### src/rtl/bus_interconnect.sv
// bus_interconnect: CPU-to-8-slave request router with registered response and error handling.
// Define BUS_TIMEOUT_EN to abort slave accesses after TIMEOUT_CYCLES active cycles.
module bus_interconnect #(
  parameter int TIMEOUT_CYCLES = 1024
) (
  input  logic         clk,
  input  logic         resetn,
  input  logic         mem_valid,
  input  logic [3:0]   mem_wstrb,
  input  logic [7:0]   enables,
  output logic [7:0]   slave_valid,
  input  logic [7:0]   slave_ready,
  input  logic [255:0] slave_rdata,
  output logic         mem_ready,
  output logic [31:0]  mem_rdata,
  output logic         bus_error
);
  localparam logic [1:0] IDLE = 2'd0, ACTIVE = 2'd1, RESP = 2'd2;
  logic [1:0]  state_q, state_d;
  logic [7:0]  sel_q, sel_d, slave_valid_q, slave_valid_d;
  logic [31:0] mem_rdata_q, mem_rdata_d, rdata_sel;
  logic        mem_ready_q, bus_error_q, bus_error_d, hit, timeout;
  logic        unused_cfg;
  assign unused_cfg = ^{mem_wstrb, 16'(TIMEOUT_CYCLES)};
  assign hit = |(slave_ready & sel_q);
`ifdef BUS_TIMEOUT_EN
  logic [15:0] cnt_q, cnt_d;
  assign cnt_d = (state_q == ACTIVE) ? cnt_q + 16'd1 : 16'd0;
  assign timeout = (state_q == ACTIVE) && (cnt_q == 16'(TIMEOUT_CYCLES - 1));
  always_ff @(posedge clk or negedge resetn)
    if (!resetn) cnt_q <= 16'd0;
    else cnt_q <= cnt_d;
`else
  assign timeout = 1'b0;
`endif
  always_comb begin
    rdata_sel = 32'd0;
    for (int i = 0; i < 8; i++)
      rdata_sel = rdata_sel | (sel_q[i] ? slave_rdata[32*i +: 32] : 32'd0);
  end
  always_comb begin
    state_d = state_q;
    sel_d = sel_q;
    mem_rdata_d = mem_rdata_q;
    bus_error_d = 1'b0;
    case (state_q)
      IDLE:
        if (mem_valid && |enables) begin
          state_d = ACTIVE;
          sel_d = enables & (~enables + 8'd1);
        end else if (mem_valid) begin
          state_d = RESP;
          mem_rdata_d = 32'd0;
          bus_error_d = 1'b1;
        end
      ACTIVE:
        if (hit) begin
          state_d = RESP;
          mem_rdata_d = rdata_sel;
        end else if (timeout) begin
          state_d = RESP;
          mem_rdata_d = 32'hFFFF_FFFF;
          bus_error_d = 1'b1;
        end
      default: state_d = IDLE;
    endcase
    slave_valid_d = (state_d == ACTIVE) ? sel_d : 8'd0;
  end
  always_ff @(posedge clk or negedge resetn)
    if (!resetn) begin
      state_q <= IDLE;
      sel_q <= 8'd0;
      slave_valid_q <= 8'd0;
      mem_ready_q <= 1'b0;
      mem_rdata_q <= 32'd0;
      bus_error_q <= 1'b0;
    end else begin
      state_q <= state_d;
      sel_q <= sel_d;
      slave_valid_q <= slave_valid_d;
      mem_ready_q <= (state_d == RESP);
      mem_rdata_q <= mem_rdata_d;
      bus_error_q <= bus_error_d;
    end
  assign slave_valid = slave_valid_q;
  assign mem_ready = mem_ready_q;
  assign mem_rdata = mem_rdata_q;
  assign bus_error = bus_error_q;
endmodule
### config.mk
export PLATFORM = sky130hd
export DESIGN_NAME = bus_interconnect
export DESIGN_NICKNAME = d
export VERILOG_FILES = /design/src/rtl/bus_interconnect.sv
export SDC_FILE = /design/constraint.sdc
export NUM_CORES = 1
export LEC_CHECK = 0
export BUFFER_PORTS_ARGS = -buffer_cell sky130_fd_sc_hd__buf_4
export CAP_MARGIN = 0
export CORE_AREA = 2 2 124 126
export CTS_BUF_LIST = sky130_fd_sc_hd__clkbuf_4 sky130_fd_sc_hd__clkbuf_8
export CTS_CLUSTER_SIZE = 40
export DETAILED_ROUTE_END_ITERATION = 8
export DIE_AREA = 0 0 126 128
export HOLD_SLACK_MARGIN = 0.02
export REMOVE_ABC_BUFFERS = 1
export SLEW_MARGIN = 25
export SYNTH_ARGS = -nofsm -noshare
export SYNTH_HDL_FRONTEND = slang
export SYNTH_SLANG_ARGS = --single-unit
export TNS_END_PERCENT = 30
### constraint.sdc
create_clock -name clk -period 1.7 [get_ports clk]
set_input_delay 0.085 -clock clk [delete_from_list [all_inputs] [get_ports clk]]
set_output_delay 0.085 -clock clk [all_outputs]
set_load 0.02 [all_outputs]
## Word level (Yosys, flattened, before mapping)

Index checks and enable logic that the tools add are counted.
W data, S select, Z words.

- Register bits: 52
- Latch bits: 0
- Bits in writable memories: 0
- Bits in read-only memories: 0
- Input bits: 279
- Output and inout port bits: 42
- Word-level logic and storage cells: 51
- Memories: 0

- Add/subtract/negate cells: 1
- $mul: 0
- Divide/modulo/power cells: 0
- Magnitude comparators: 0
- Equality and inequality tests: 6
- Shifts and indexed selects: 0
- Muxes and demuxes: 22
- Bitwise logic cells: 10
- Reductions and logical operators: 6

Operators by type and width:

| operator | count |
|---|---|
| $mux W32 | 11 |
| $or A32 B32 Y32 | 7 |
| $pmux W32 S2 | 1 |
| $mux W8 | 3 |
| $and A8 B8 Y8 | 2 |
| $reduce_or A8 Y1 | 2 |
| $add A8 B1 Y8 const B | 1 |
| $not A8 Y8 | 1 |
| $mux W2 | 3 |
| $ne A2 B2 Y1 const B | 3 |
| $eq A2 B1 Y1 const B | 2 |
| $pmux W2 S2 | 1 |
| $reduce_and A4 Y1 | 1 |
| $mux W1 | 3 |
| $eq A2 B2 Y1 const B | 1 |
| $logic_not A2 Y1 | 1 |
| $reduce_bool A2 Y1 | 1 |
| $logic_and A1 B1 Y1 | 1 |

## Logic depth before layout (Yosys ltp)

- Word-level depth: 10
- Mapped depth: 7

## Worst setup path before layout

Ideal clock, no wire load.

- Kind: register -> register
- Start: reg sel_q[0]
- End: reg mem_rdata_q[23], in the netlist mem_rdata[23]
- Setup time: 127 ps
- Data arrival time: 1352 ps
- Required time: 1573 ps
- Path slack: 220 ps
- Cell stages (with the launch flop): 7
- Path buffers: 3
- Clock period less this slack: 1480 ps
- Cells stage by stage: dfrtp_1 -> clkbuf_1 -> a22oi_1 -> a41oi_1 -> buf_2 -> buf_2 -> o21ai_0

- Word-level cells in the longest chain between the ends: 10
- Elaborated cells between the ends (all ways): 14

RTL lines:

| what | RTL line | text |
|---|---|---|
| start, declared | 20 | `logic [7:0] sel_q, sel_d, slave_valid_q, slave_valid_d;` |
| start signal, assigned | 79 | `sel_q <= sel_d;` |
| $mux W32 | 39 | `rdata_sel = rdata_sel \| (sel_q[i] ? slave_rdata[32*i +: 32] : 32'd0);` |
| $or A32 B32 Y32 (7 in a row) | 39 |  |
| $mux W32 | 57 | `if (hit) begin` |
| $pmux W32 S2 | 46 | `case (state_q)` |
| end signal, assigned | 82 | `mem_rdata_q <= mem_rdata_d;` |
| end, declared | 21 | `logic [31:0] mem_rdata_q, mem_rdata_d, rdata_sel;` |

Parallel ways exist; a longest one is shown, timed or not. The select of a mux whose other input is x is not followed.
A chain may end at the register's enable or synchronous reset.

## Worst setup path after layout

- Start: in enables[3]
- End: reg slave_valid_q[6], in the netlist slave_valid[6]

- Word-level cells in the longest chain between the ends: 6
- Elaborated cells between the ends (all ways): 11

RTL lines:

| what | RTL line | text |
|---|---|---|
| start, declared | 10 | `input logic [7:0] enables,` |
| $not A8 Y8 | 50 | `sel_d = enables & (~enables + 8'd1);` |
| $add A8 B1 Y8 | 50 |  |
| $and A8 B8 Y8 | 50 |  |
| $mux W8 (*) | 48 | `if (mem_valid && \|enables) begin` |
| $mux W8 (*) | 46 |  |
| net sel_d[6] | 20 |  |
| $mux W8 (*) | 67 | `slave_valid_d = (state_d == ACTIVE) ? sel_d : 8'd0;` |
| net slave_valid_d[6] | 20 |  |
| end signal, assigned | 80 | `slave_valid_q <= slave_valid_d;` |
| end, declared | 20 |  |

Mark *: on every way through the listed nets, which the timed path passes. The rest lies on a longest branch.

==> reports/results.ini <==
[timing]
period_share_pct=96.24
finalSetupViolations=0
tightest_slew_ns=0.6833
max_freq_mhz=611.2
drv_slew=0
rsz0062_at_grt=yes
skew_ns=0.02241
fin_crit_ns=1.636
hold_violations=0
slew_headroom_pct=54.45

[min_path]
hold_path.class=input pin to register

[setup_path]
max_stage_delay_ns=0.54
crit_chain=dlygate4sd3_1 -> buf_4 -> or4_4 -> o31ai_1 -> a32o_1 -> a21boi_2
path_class=input pin to register
slowest_stage=dlygate4sd3_1
crit_fanout=6
crit_arrival_ns=1.90
crit_family=buffers and inverters
endpoint_kind=register
cp.buffers_inverters=2
cp.required_ns=1.97
rrSetupSlack_ns=0.14
startpoint_type=input pin

[yosys]
synthMuxAreaShare_pct=0
synth_fa_ha_area_share_pct=0
synth.distinct_cells=28
ys_warn_count=0
synth-simple-area-share_pct=16.69
synth_area_leaders=dfrtp_1 38%, a22oi_1 29%, nand2_1 7.5%
synth.cell_area_sq_um=3426
synth_area_per_cell_sq_um=8.459
synth_top_cell_by_area=dfrtp_1
synth_top_cell_area_share_pct=37.98
synth_top_family_by_area=compound AO/OA/AOI/OAI gates
syn_inst=405
yosysSeqAreaShare_pct=37.98
ys_seq_elements=52
synth_compound_area_share_pct=39.34
synth-xor-area-share_pct=0

[placed_design]
portBuffers=316
place_congestion=0.8642
dpl.hpwl_um=12680
placedInstanceArea_sq_um=5993

[grt]
grt_pass1_wl_um=25920
grt_max_degree=53
antenna_found_initial=0
first_global_vias=4978
track_usage_pct=19.89
grt_overflow=0

[die]
fp.dieH_um=128
num_io_pins=321
die_area_sq_um=16130
row_count=45
core_area_sq_um=14860
die_w_um=126
start_util_pct=23.05

[routing]
wl_per_cell_um=18.89
drtIter0Drc=241
routed_via_density=5.284
num_vias=4713
ant_nets=0
routed_wl_um=16850
drcViolationCount=0
dr.pass1.iters=4

[finish]
area_growth_pct=78.38
drive_gt1_share_pct=50.00
fin_nets=982
final_area_sq_um=6111
fin_util_pct=41.11
antenna_cells=0
fill_cells=1528

[cts]
cts.sinks=52
cts_max_level=2
cts_tree=built
clk_pin_slew_ns=0.12
cts_buffer_depth=2
cts_buffers=5
clk-insertion-delay-late_ns=0.33
post_cts_buffers=0
ctsRootBufferMaster=clkbuf_8

[status]
status=complete, no violations

[power]
ir_worst_vdd_uv=490.7
power_density_nw_per_um2=1157
power_switching_mw=3.190
power.internal_mw=3.882
power.share.clock_pct=11.1
power.leakage_nw=2.909
switching_share_pct=45.11
seqPwrFrac_pct=27.4
power_frac_comb_pct=61.5

[job]
cap_violations=0

[layout make-up]
cell class	instances	area, sq um	area share (%)
repair buffers	336	2527	41.36
clock buffers	5	68.82	1.126
clock inverters	3	28.78	0.4709
inverters	3	11.26	0.1843
flip-flops and latches	52	1301	21.29
well taps	188	235.2	3.849
multi-input cells	305	1938	31.72
[worst paths after layout]
kind | depth (start not counted) | end | startpoint
max | 6 | slave_valid[6] | enables[3]
min | 2 | sel_q[5] | enables[5]
max reg2reg | 6 | mem_rdata[1] | state_q[1]
min reg2reg | 2 | mem_rdata[5] | mem_rdata[5]
max in group asynchronous | 2 | mem_rdata[29] | resetn
min in group asynchronous | 2 | mem_rdata[28] | resetn
[layer usage]
metal / up-vias / part of all wire, % / track usage, %
met5: - / 0 / 0
met4: 0 / 1.7 / 4.848
met3: 25 / 7.4 / 4.174
met2: 247 / 51 / 36.15
met1: 2257 / 40 / 24.02
li1: 2184 / - / -
[power by group through the flow]
stage          clock network [mW]  registers [mW]  logic, mW
6_report                    0.788            1.93       4.35
5_1_grt                     0.891            2.00       4.75
4_1_cts                     0.842            1.94       4.36
3_5_place_dp                    0            1.97       4.34
3_3_place_gp                    0            1.95       4.30
2_1_floorplan                   0            2.69       1.58
[synth_stat cells (all sizes together)]
cell type and number:
a32o 7, nor2 6, nor3 1, a41oi 1
o21a 2, inv 3, nand2 68, a21boi 2
buf 10, a21o 2, nor4 1, nand4 34
clkbuf 35, or4 1, nor3b 2, o31ai 4
o21ai 34, or2 3, a22oi 132, and2 1
nand2b 3, dfrtp 52, o22ai 1
[placed cells by master, fill, tap and decap left out, types with 5 or more instances in the layout]
| master | netlist | final |
|---|---|---|
| buf_4 | 0 | 334 |
| nand4_1 | 34 | 34 |
| o21ai_0 | 32 | 32 |
| a32o_1 | 6 | 6 |
| nor2_1 | 6 | 6 |
| dfrtp_1 | 52 | 52 |
| nand2_1 | 68 | 68 |
| clkbuf_8 | 0 | 5 |
| a22oi_1 | 132 | 132 |
[state kept, by name (all words and copies together), names as in the netlist]
register and count:
mem_rdata 32, sel_q 8, slave_valid 8, state_q 2, bus_error 1, mem_ready 1
[cell families (layout without fill, tap and decap cells)]
kind of cell	Yosys count	in the layout
compound gates	185	185
simple gates	120	120
flops	52	52
buf+inv	48	347
[per-stage QoR]
step                      power, mW  setup WS [ns]  setup TNS (ns)  cells  hold WS [ns]
after floorplan               4.271         -2.152          -76.24    360       -0.2106
after global placement        6.248         0.1539               0    882        0.1648
after detailed placement      6.312         0.1291               0    882        0.1843
after CTS                     7.141        0.07834               0    891       0.02027
after global routing          7.638       -0.02674         -0.1794    892       0.02761
final                         7.072        0.06391               0    892       0.03859
[repair_timing]
action	4_1_cts	5_1_grt
setup endpoints to repair	0	11
hold buffers	1	1
resized for setup	0	0
hold endpoints to repair	52	1
(Power assumes the default switching activity.)
